==> src/rtl/load_feeder_pkg.sv <==
// Shared types and helpers for the load feeder: FSM state encoding and
// the width of the buffered-word counter.
package load_feeder_pkg;

   typedef enum logic [0:0] {
      IDLE     = 1'b0,
      GAP_WAIT = 1'b1
   } feeder_state_t;

   function automatic int count_width(input int depth);
      return $clog2(depth + 1);
   endfunction

endpackage

==> src/rtl/load_feeder_if.sv <==
// Stream-in / load-out bundle of the load feeder. The master side is the
// word source plus downstream control; the slave side is the feeder.
interface load_feeder_if
   import load_feeder_pkg::*;
#(
   parameter int WIDTH = 16,
   parameter int DEPTH = 4
);
   localparam int CNT_W = count_width(DEPTH);

   logic             in_valid;
   logic [WIDTH-1:0] in_data;
   logic             in_ready;
   logic             stall;
   logic             flush;
   logic [WIDTH-1:0] d;
   logic             load;
   logic [CNT_W-1:0] count;

   modport master (
      output in_valid, in_data, stall, flush,
      input  in_ready, d, load, count
   );

   modport slave (
      input  in_valid, in_data, stall, flush,
      output in_ready, d, load, count
   );

endinterface

==> src/rtl/load_feeder_fifo.sv <==
// Small synchronous FIFO with flush; head word is visible combinationally
// so the feeder can register it on the same edge it pops.
module load_feeder_fifo
   import load_feeder_pkg::*;
#(
   parameter int WIDTH = 16,
   parameter int DEPTH = 4
) (
   input  logic                          clk,
   input  logic                          reset_n,
   input  logic                          push,
   input  logic                          pop,
   input  logic                          flush,
   input  logic [WIDTH-1:0]              wr_data,
   output logic [WIDTH-1:0]              rd_data,
   output logic [count_width(DEPTH)-1:0] count,
   output logic                          full,
   output logic                          empty
);
   localparam int AW = $clog2(DEPTH);
   localparam int CW = count_width(DEPTH);

   logic [WIDTH-1:0] mem [DEPTH];
   logic [AW-1:0]    wr_ptr;
   logic [AW-1:0]    rd_ptr;
   logic             push_ok;
   logic             pop_ok;

   assign full    = (count == CW'(DEPTH));
   assign empty   = (count == '0);
   assign pop_ok  = pop && !empty;
   assign push_ok = push && (!full || pop_ok);
   assign rd_data = mem[rd_ptr];

   // Storage carries no reset; only pointers and count define validity.
   always_ff @(posedge clk) begin
      if (push_ok && !flush)
         mem[wr_ptr] <= wr_data;
   end

   always_ff @(posedge clk or negedge reset_n) begin
      if (!reset_n) begin
         wr_ptr <= '0;
         rd_ptr <= '0;
         count  <= '0;
      end else if (flush) begin
         wr_ptr <= '0;
         rd_ptr <= '0;
         count  <= '0;
      end else begin
         if (push_ok)
            wr_ptr <= wr_ptr + AW'(1);
         if (pop_ok)
            rd_ptr <= rd_ptr + AW'(1);
         case ({push_ok, pop_ok})
            2'b10:   count <= count + CW'(1);
            2'b01:   count <= count - CW'(1);
            default: count <= count;
         endcase
      end
   end

endmodule

==> src/rtl/load_feeder.sv <==
// Load feeder: buffers stream words and issues each as a one-cycle load
// strobe with registered d, enforcing a minimum idle gap between loads.
module load_feeder
   import load_feeder_pkg::*;
#(
   parameter int WIDTH = 16,
   parameter int DEPTH = 4,
   parameter int GAP   = 2
) (
   input  logic         clk,
   input  logic         reset_n,
   load_feeder_if.slave bus
);
   localparam int          CW       = count_width(DEPTH);
   localparam int          GW       = (GAP > 1) ? $clog2(GAP) : 1;
   localparam int          GAP_M1   = (GAP > 0) ? GAP - 1 : 0;
   localparam logic [0:0]  ST_IDLE  = 1'(IDLE);
   localparam logic [0:0]  ST_GAP   = 1'(GAP_WAIT);
   localparam logic [GW-1:0] GAP_LOAD = GW'(GAP_M1);

   logic [0:0]       state;
   logic [GW-1:0]    gap_cnt;
   logic [WIDTH-1:0] d_p0;
   logic             vld_p0;

   logic             push;
   logic             issue;
   logic             full;
   logic             empty;
   logic [WIDTH-1:0] head;
   logic [CW-1:0]    fifo_count;

   assign bus.in_ready = reset_n && !full && !bus.flush;
   assign push         = bus.in_valid && bus.in_ready;
   assign issue        = (state == ST_IDLE) && !empty && !bus.stall && !bus.flush;

   load_feeder_fifo #(
      .WIDTH (WIDTH),
      .DEPTH (DEPTH)
   ) u_fifo (
      .clk     (clk),
      .reset_n (reset_n),
      .push    (push),
      .pop     (issue),
      .flush   (bus.flush),
      .wr_data (bus.in_data),
      .rd_data (head),
      .count   (fifo_count),
      .full    (full),
      .empty   (empty)
   );

   // Issue stage: d only moves on an issue edge so it is stable between pulses.
   always_ff @(posedge clk or negedge reset_n) begin
      if (!reset_n) begin
         d_p0   <= '0;
         vld_p0 <= 1'b0;
      end else begin
         vld_p0 <= issue;
         if (issue)
            d_p0 <= head;
      end
   end

   // Gap countdown runs regardless of stall; flush forces a fresh IDLE.
   always_ff @(posedge clk or negedge reset_n) begin
      if (!reset_n) begin
         state   <= ST_IDLE;
         gap_cnt <= '0;
      end else if (bus.flush) begin
         state   <= ST_IDLE;
         gap_cnt <= '0;
      end else if (issue) begin
         if (GAP > 0) begin
            state   <= ST_GAP;
            gap_cnt <= GAP_LOAD;
         end
      end else if (state == ST_GAP) begin
         if (gap_cnt == '0)
            state <= ST_IDLE;
         else
            gap_cnt <= gap_cnt - GW'(1);
      end
   end

   assign bus.d     = d_p0;
   assign bus.load  = vld_p0;
   assign bus.count = fifo_count;

endmodule

==> src/flat_wrapper.sv <==
// flat-port wrapper written by rule: the top's interface ports become plain ports
module load_feeder_flat import load_feeder_pkg::*;
#(
   parameter int WIDTH = 16,
   parameter int DEPTH = 4,
   parameter int GAP   = 2
)
  (clk, reset_n, bus_in_valid, bus_in_data, bus_stall, bus_flush, bus_in_ready, bus_d, bus_load, bus_count);
  load_feeder_if #(.WIDTH(WIDTH), .DEPTH(DEPTH)) bus_i ();
  input  logic clk;
  input  logic reset_n;
  input wire logic [$bits(bus_i.in_valid)-1:0] bus_in_valid;
  input wire logic [$bits(bus_i.in_data)-1:0] bus_in_data;
  input wire logic [$bits(bus_i.stall)-1:0] bus_stall;
  input wire logic [$bits(bus_i.flush)-1:0] bus_flush;
  output wire logic [$bits(bus_i.in_ready)-1:0] bus_in_ready;
  output wire logic [$bits(bus_i.d)-1:0] bus_d;
  output wire logic [$bits(bus_i.load)-1:0] bus_load;
  output wire logic [$bits(bus_i.count)-1:0] bus_count;
  assign bus_i.in_valid = bus_in_valid;
  assign bus_i.in_data = bus_in_data;
  assign bus_i.stall = bus_stall;
  assign bus_i.flush = bus_flush;
  assign bus_in_ready = bus_i.in_ready;
  assign bus_d = bus_i.d;
  assign bus_load = bus_i.load;
  assign bus_count = bus_i.count;
  load_feeder #(.WIDTH(WIDTH), .DEPTH(DEPTH), .GAP(GAP)) u_core (.clk(clk), .reset_n(reset_n), .bus(bus_i));
endmodule
==> config.mk <==
export PLATFORM = sky130hd
export DESIGN_NAME = load_feeder_flat
export DESIGN_NICKNAME = d
export VERILOG_FILES = /design/src/rtl/load_feeder_pkg.sv /design/src/rtl/load_feeder_if.sv /design/src/rtl/load_feeder_fifo.sv /design/src/rtl/load_feeder.sv /design/src/flat_wrapper.sv
export SDC_FILE = /design/constraint.sdc
export NUM_CORES = 1
export LEC_CHECK = 0
export CORE_UTILIZATION = 40
export CTS_CLUSTER_SIZE = 14
export DETAILED_ROUTE_END_ITERATION = 8
export GPL_ROUTABILITY_DRIVEN = 1
export PLACE_DENSITY = 0.63
export SETUP_SLACK_MARGIN = 0.3
export SLEW_MARGIN = 20
export SYNTH_ARGS = -nofsm -noshare
export SYNTH_HDL_FRONTEND = slang
export SYNTH_SLANG_ARGS = --single-unit
==> constraint.sdc <==
create_clock -name clk -period 6.6 [get_ports clk]
set_clock_uncertainty 0.05 [all_clocks]
set_input_delay 1.32 -clock clk [delete_from_list [all_inputs] [get_ports clk]]
set_output_delay 1.32 -clock clk [all_outputs]
set_load 0.02 [all_outputs]
# == Word level (Yosys, flattened, before mapping) ==
# Memories as Yosys holds them, arrays and structs flattened. A register that Yosys moved wholly into a read port is not among the register bits.
# Cells that the tools add are included.
# totals
register_bits,10
ram_bits,64
memories,1
# memory_table
name,words,word_bits,read_ports,rd_clocked_by_memory_dff,wr,line,text
u_core.u_fifo.mem,4,16,1,1,1,load_feeder_fifo.sv:23,logic [WIDTH-1:0] mem [DEPTH];
# op_classes
reduce_logical,20
n_eq_ne,3
addsub,5
mux,16
n_bitwise,1
# ops
cell,count
1-bit 2-to-1 mux,10
1-bit logical AND,9
2-bit 2-to-1 mux,4
3-bit one-hot mux with 2 select lines,1
3-bit nonzero test,2
1-bit logical NOT,5
2-bit by 1-bit adder with 2-bit output (second input constant),2
2-bit nonzero test,2
3-bit by 1-bit adder with 3-bit output (second input constant),1
3-bit equality test (second input constant),1
3-bit logical NOT,1
3-bit 2-to-1 mux,1
3-bit by 1-bit subtractor with 3-bit output (second input constant),1
2-bit by 1-bit equality test with 1-bit output (second input constant),1
2-bit equality test (second input constant),1
1-bit logical OR,1
1-bit inverter,1
1-bit subtractor (second input constant),1

# == Logic depth before layout (Yosys ltp) ==
# depth
word_depth,11
ltp_mapped,9
ltp_nobuf,7

# == Cells and area by module ==
# From an unflattened synthesis, not the netlist that was laid out.
# hier_totals
cells_unflattened,193
hier_area_um2,3627.2
# by_module_without_submodules
module,seq_area_each_um2,area_per_inst_um2,cells_per_inst,instances
load_feeder_fifo,2097.0,2894.0,148,1
load_feeder,475.5,733.2,45,1

# == Worst setup path before layout ==
# Ideal clock, no wire load.
# synth_timing
path_kind,input -> output
from,input port bus_flush
to,output port bus_in_ready
cell_stages,2
setup_slack_ps,3427
n_path_buf,0
arrival_time_ps,1803
path_cell_list,nand2b_4 a21oi_1
# synth_between
elab_chain_len,2
# synth_rtl
element,line,text
from (decl),flat_wrapper.sv:15,input wire logic [$bits(bus_i.flush)-1:0] bus_flush;
1-bit logical NOT,load_feeder.sv:33,assign bus.in_ready = reset_n && !full && !bus.flush;
1-bit logical AND,load_feeder.sv:33,
to (decl),flat_wrapper.sv:16,output wire logic [$bits(bus_i.in_ready)-1:0] bus_in_ready;
# Every way passes these cells.

# == Worst setup path after layout ==
# layout_timing
from,input port reset_n
to,output port bus_in_ready
# layout_between
elab_chain_len,2
# layout_rtl
element,line,text
from (decl),flat_wrapper.sv:11,input logic reset_n;
1-bit logical AND (2 in series),load_feeder.sv:33,
# Every way passes these cells.

==> reports/summary.md <==
The run finished with clean final reports. Summing the areas of all fa, ha and maj instances in the mapped netlist gives 1.97% of the synthesized area. CTS placed an instance of sky130_fd_sc_hd__clkbuf_8 at the clock tree root. The highest routing layer actually used was met4. Counting flops with an async set or reset pin after synthesis yields a share of 28.9%. The met3 wire length came out at 200 um.

At the worst endpoint, the arrival time is 2970 ps. The final count of hold timing violations is 0, and the number of ports placed on the die boundary is 42. After detailed routing, the average wire length per cell comes to 16.7 um. After clock tree synthesis, the clock-pin slew on the worst setup and hold paths is 90 ps. Once layout is done, the placed cells without fillers occupy 4280 um2. In this run the cell area measured after placement is 4060 um2.

Die span in y: 96.4 um. The total of fill cells in the finished design was 770. The proportion of layout cells with a drive suffix above 1 was 24.1%.

The run gives 0 as the final number of max-transition violations. The count of cells in the finished layout, fillers not included, comes to 336. For the multi-input logic area, the log shows 915 um2.

The clock latency on the worst-skew pair came out at 360 ps. The path class of the tightest hold or removal check is reg2reg. In this run the horizontal extent of the chip is 96.4 um.

No sink is reached through more buffers than the 2 on the longest clock path. The area growth from synthesis to final layout was 20.2%. The initial utilization of the core area, before any placement, comes to 41.0%.

The first routing iteration left 27 violations. The post-CTS setup repair buffer count was 0. The overflow left after global routing came out at 0. The clock tree synthesis step divided the H-tree into 3 levels.

The number of buffers added on ports was 41. Setup violations remaining at the end of the flow were counted as 0. The residual DRC count was 0; the estimated wirelength of the detail-placed design was 3500 um. Across the whole layout, storage elements account for 2570 um2. Synthesis inferred 90 register bits. Clock tree synthesis inserted a total of 9 buffers. The run gives 0.166 mV as the maximum ir drop on the vdd rail. Transition time at the pin with the least slew margin: 959 ps. The worst setup path is launched from an input port. The first-pass iteration count of the detailed router came out at 6. The multiplexer share of the synthesized area is 17.5%. For the number of buffers added to fix hold violations after cts, the log shows 0. Part of the cycle the worst path needs: 65.7%. Of all nets on the critical path, the largest fanout is 27.

Detailed routing placed a total of 2840 um of wire on met2. After Yosys synthesis, XOR and XNOR cells account for 0.984% of the synthesized area. The reported leakage power is 1.53 nW, and the count of yosys warnings during synthesis is 0. The max-cap check violation count is 0.

Among all cell types in the netlist, the one instantiated most often is sky130_fd_sc_hd__edfxtp_1. After synthesis, the largest family of logic cells by area is multiplexers. The type of element capturing the critical path was a primary output.

Setup repair after global routing left no endpoint under its margin. The number of antenna diodes in the final layout is 0. TritonCTS built the clock tree. For the worst flop-to-flop path, the logic depth is 7. After floorplanning, the core was divided into 34 placement rows.

After detailed placement, the design holds a cell count of 320. Wires add up to 5600 um. The proportion of synthesized chip area in sequential cells is 72.2%, and the share of the core filled with cells in the final layout is 49.3%. Sorting the synthesized cells by area gives the leading types as sky130_fd_sc_hd__edfxtp_1 54%, sky130_fd_sc_hd__dfrtp_1 18%, sky130_fd_sc_hd__mux4_2 10%. The net total in the final layout was 249. The post-synthesis cell area was 3560 um2; the normalized max-slew margin was 36.1%. The die area is 9280 um2, and the number of nets produced by synthesis is 203.

In this run the remaining antenna-violating nets after routing total 0. Static timing analysis puts the maximum clock frequency at 0.231 GHz. The routed design could run at a clock period as short as 4340 ps. Summing the areas of all compound-gate instances in the mapped netlist gives 1.23% of the synthesized area. The total global-route track usage is 14.2%. The congestion estimate from routability-driven global placement came to 0.708. Cell area power density: 361 nW/um2. The number of cells traversed by the worst hold path works out to 1. The tools report the number of clock sinks seen by CTS as 90. The number of enable flip-flop cells after synthesis was 64; the total vias in the final route was 1676.

In the synthesized netlist the dominant register cell turns out to be sky130_fd_sc_hd__edfxtp_1. Share of Yosys cell area claimed by the top area cell type: 54.0%. The tools report the data required time of the worst path as 5230 ps.

In the routed layout, each cell is associated on average with a via count of 4.99. The synthesized area per cell was 20.1 um2; the number of global-route vias before repair was 1798. The detailed router put a total of 2440 um of wire on met1.

Setup total negative slack on the finished layout was measured at 0 ps. After technology mapping, the gate count stands at 177. By count the netlist is led by 64 x sky130_fd_sc_hd__edfxtp_1, 26 x sky130_fd_sc_hd__dfrtp_1, 16 x sky130_fd_sc_hd__mux4_2, 10 x sky130_fd_sc_hd__mux2_2. The critical path is of the in2out type. The core outline area is 8680 um2.

The count of instances resized after the clock tree is built is 0, and the area share of and/or/nand/nor cells after synthesis is 4.01%. Maximum number of pins on one net before global-route repair: 28. The netlist uses 30 different library cells.

The run gives 0 as the number of antenna violations at the first check in global routing. The biggest area contributor in the post-synthesis netlist is sky130_fd_sc_hd__edfxtp_1. The first global-routing pass estimated 9130 um of wire.
[power by group]
| group | internal (mW) | total [mW] | switching [mW] |
|---|---|---|---|
| combinational | 0.231 | 0.409 | 0.178 |
| sequential | 0.680 | 0.738 | 0.0586 |
| clock | 0.201 | 0.397 | 0.196 |
| total | 1.11 | 1.54 | 0.432 |
[final cells by class]
| cell class | instances | area share [%] |
|---|---|---|
| clock buffers | 10 | 3.48 |
| clock inverters | 6 | 1.61 |
| inverters | 4 | 0.351 |
| multi-input cells | 75 | 21.4 |
| flip-flops and latches | 90 | 60.1 |
| well taps | 108 | 3.16 |
| repair buffers | 43 | 9.94 |
[through the flow]
step / total power, mW / hold WS (ps) / setup slack (ps)
final: 1.54 / 461 / 2260
after global routing: 1.62 / 486 / 2110
after CTS: 1.57 / 467 / 2220
after detailed placement: 1.17 / 445 / 2230
after global placement: 1.16 / 445 / 2260
after floorplan: 0.998 / 461 / 3430
[placed cells by master, fill, tap and decap left out, types with 2 or more instances in the layout]
cell type / instances
sky130_fd_sc_hd__xnor2_1: 2
sky130_fd_sc_hd__inv_6: 3
sky130_fd_sc_hd__clkdlybuf4s50_1: 41
sky130_fd_sc_hd__inv_1: 4
sky130_fd_sc_hd__ha_1: 4
sky130_fd_sc_hd__xor2_1: 2
sky130_fd_sc_hd__and2_1: 4
sky130_fd_sc_hd__a21oi_1: 3
sky130_fd_sc_hd__edfxtp_1: 64
sky130_fd_sc_hd__mux2_2: 10
sky130_fd_sc_hd__mux4_2: 16
sky130_fd_sc_hd__nor2_1: 8
sky130_fd_sc_hd__buf_4: 2
sky130_fd_sc_hd__nand2b_1: 3
sky130_fd_sc_hd__clkbuf_8: 9
sky130_fd_sc_hd__mux2_4: 8
sky130_fd_sc_hd__dfrtp_1: 26
sky130_fd_sc_hd__mux2i_1: 3
sky130_fd_sc_hd__nor2b_1: 2
[registers in the layout, summed over array words and instances, names as in the netlist]
signal and count:
u_core.gap_cnt 1, u_core.bus.load 1, u_core.u_fifo.rd_ptr 2, u_core.u_fifo.mem 64, u_core.u_fifo.count 3, u_core.state 1, u_core.bus.d 16, u_core.u_fifo.wr_ptr 2
[final timing paths]
kind | to | start | slack, ps
min in group asynchronous | u_core.bus.d[5]$_DFFE_PN0N_ | reset_n | 1280
hold reg to reg | u_core.bus.d[3]$_DFFE_PN0N_ | u_core.bus.d[3]$_DFFE_PN0N_ | 460
hold / removal | u_core.bus.d[3]$_DFFE_PN0N_ | u_core.bus.d[3]$_DFFE_PN0N_ | 460
setup / recovery | bus_in_ready | reset_n | 2260
max in group asynchronous | u_core.u_fifo.count[0]$_DFFE_PN0P_ | reset_n | 4930
setup reg to reg | u_core.u_fifo.count[2]$_DFFE_PN0P_ | u_core.u_fifo.count[2]$_DFFE_PN0P_ | 3670
[critical path, stage by stage]
cell and delay (ps):
sky130_fd_sc_hd__clkdlybuf4s50_1 460, sky130_fd_sc_hd__buf_4 340, sky130_fd_sc_hd__nand2b_4 90, sky130_fd_sc_hd__a21oi_1 130
sky130_fd_sc_hd__clkdlybuf4s50_1 610
[metal layers]
layer | track usage, % | up-vias
met5 | 0 | -
met4 | 7.35 | 0
met3 | 3.79 | 12
met2 | 23.6 | 36
met1 | 16.9 | 860
li1 | - | 768
[logic make-up (layout without fill, tap and decap cells)]
kind of cell	after synthesis	count (layout)
simple gates	24	24
compound gates	5	5
xor+xnor	4	4
flops	90	90
mux	37	37
buf+inv	12	63
fa+ha+maj	5	5
(Power assumes the default switching activity.)
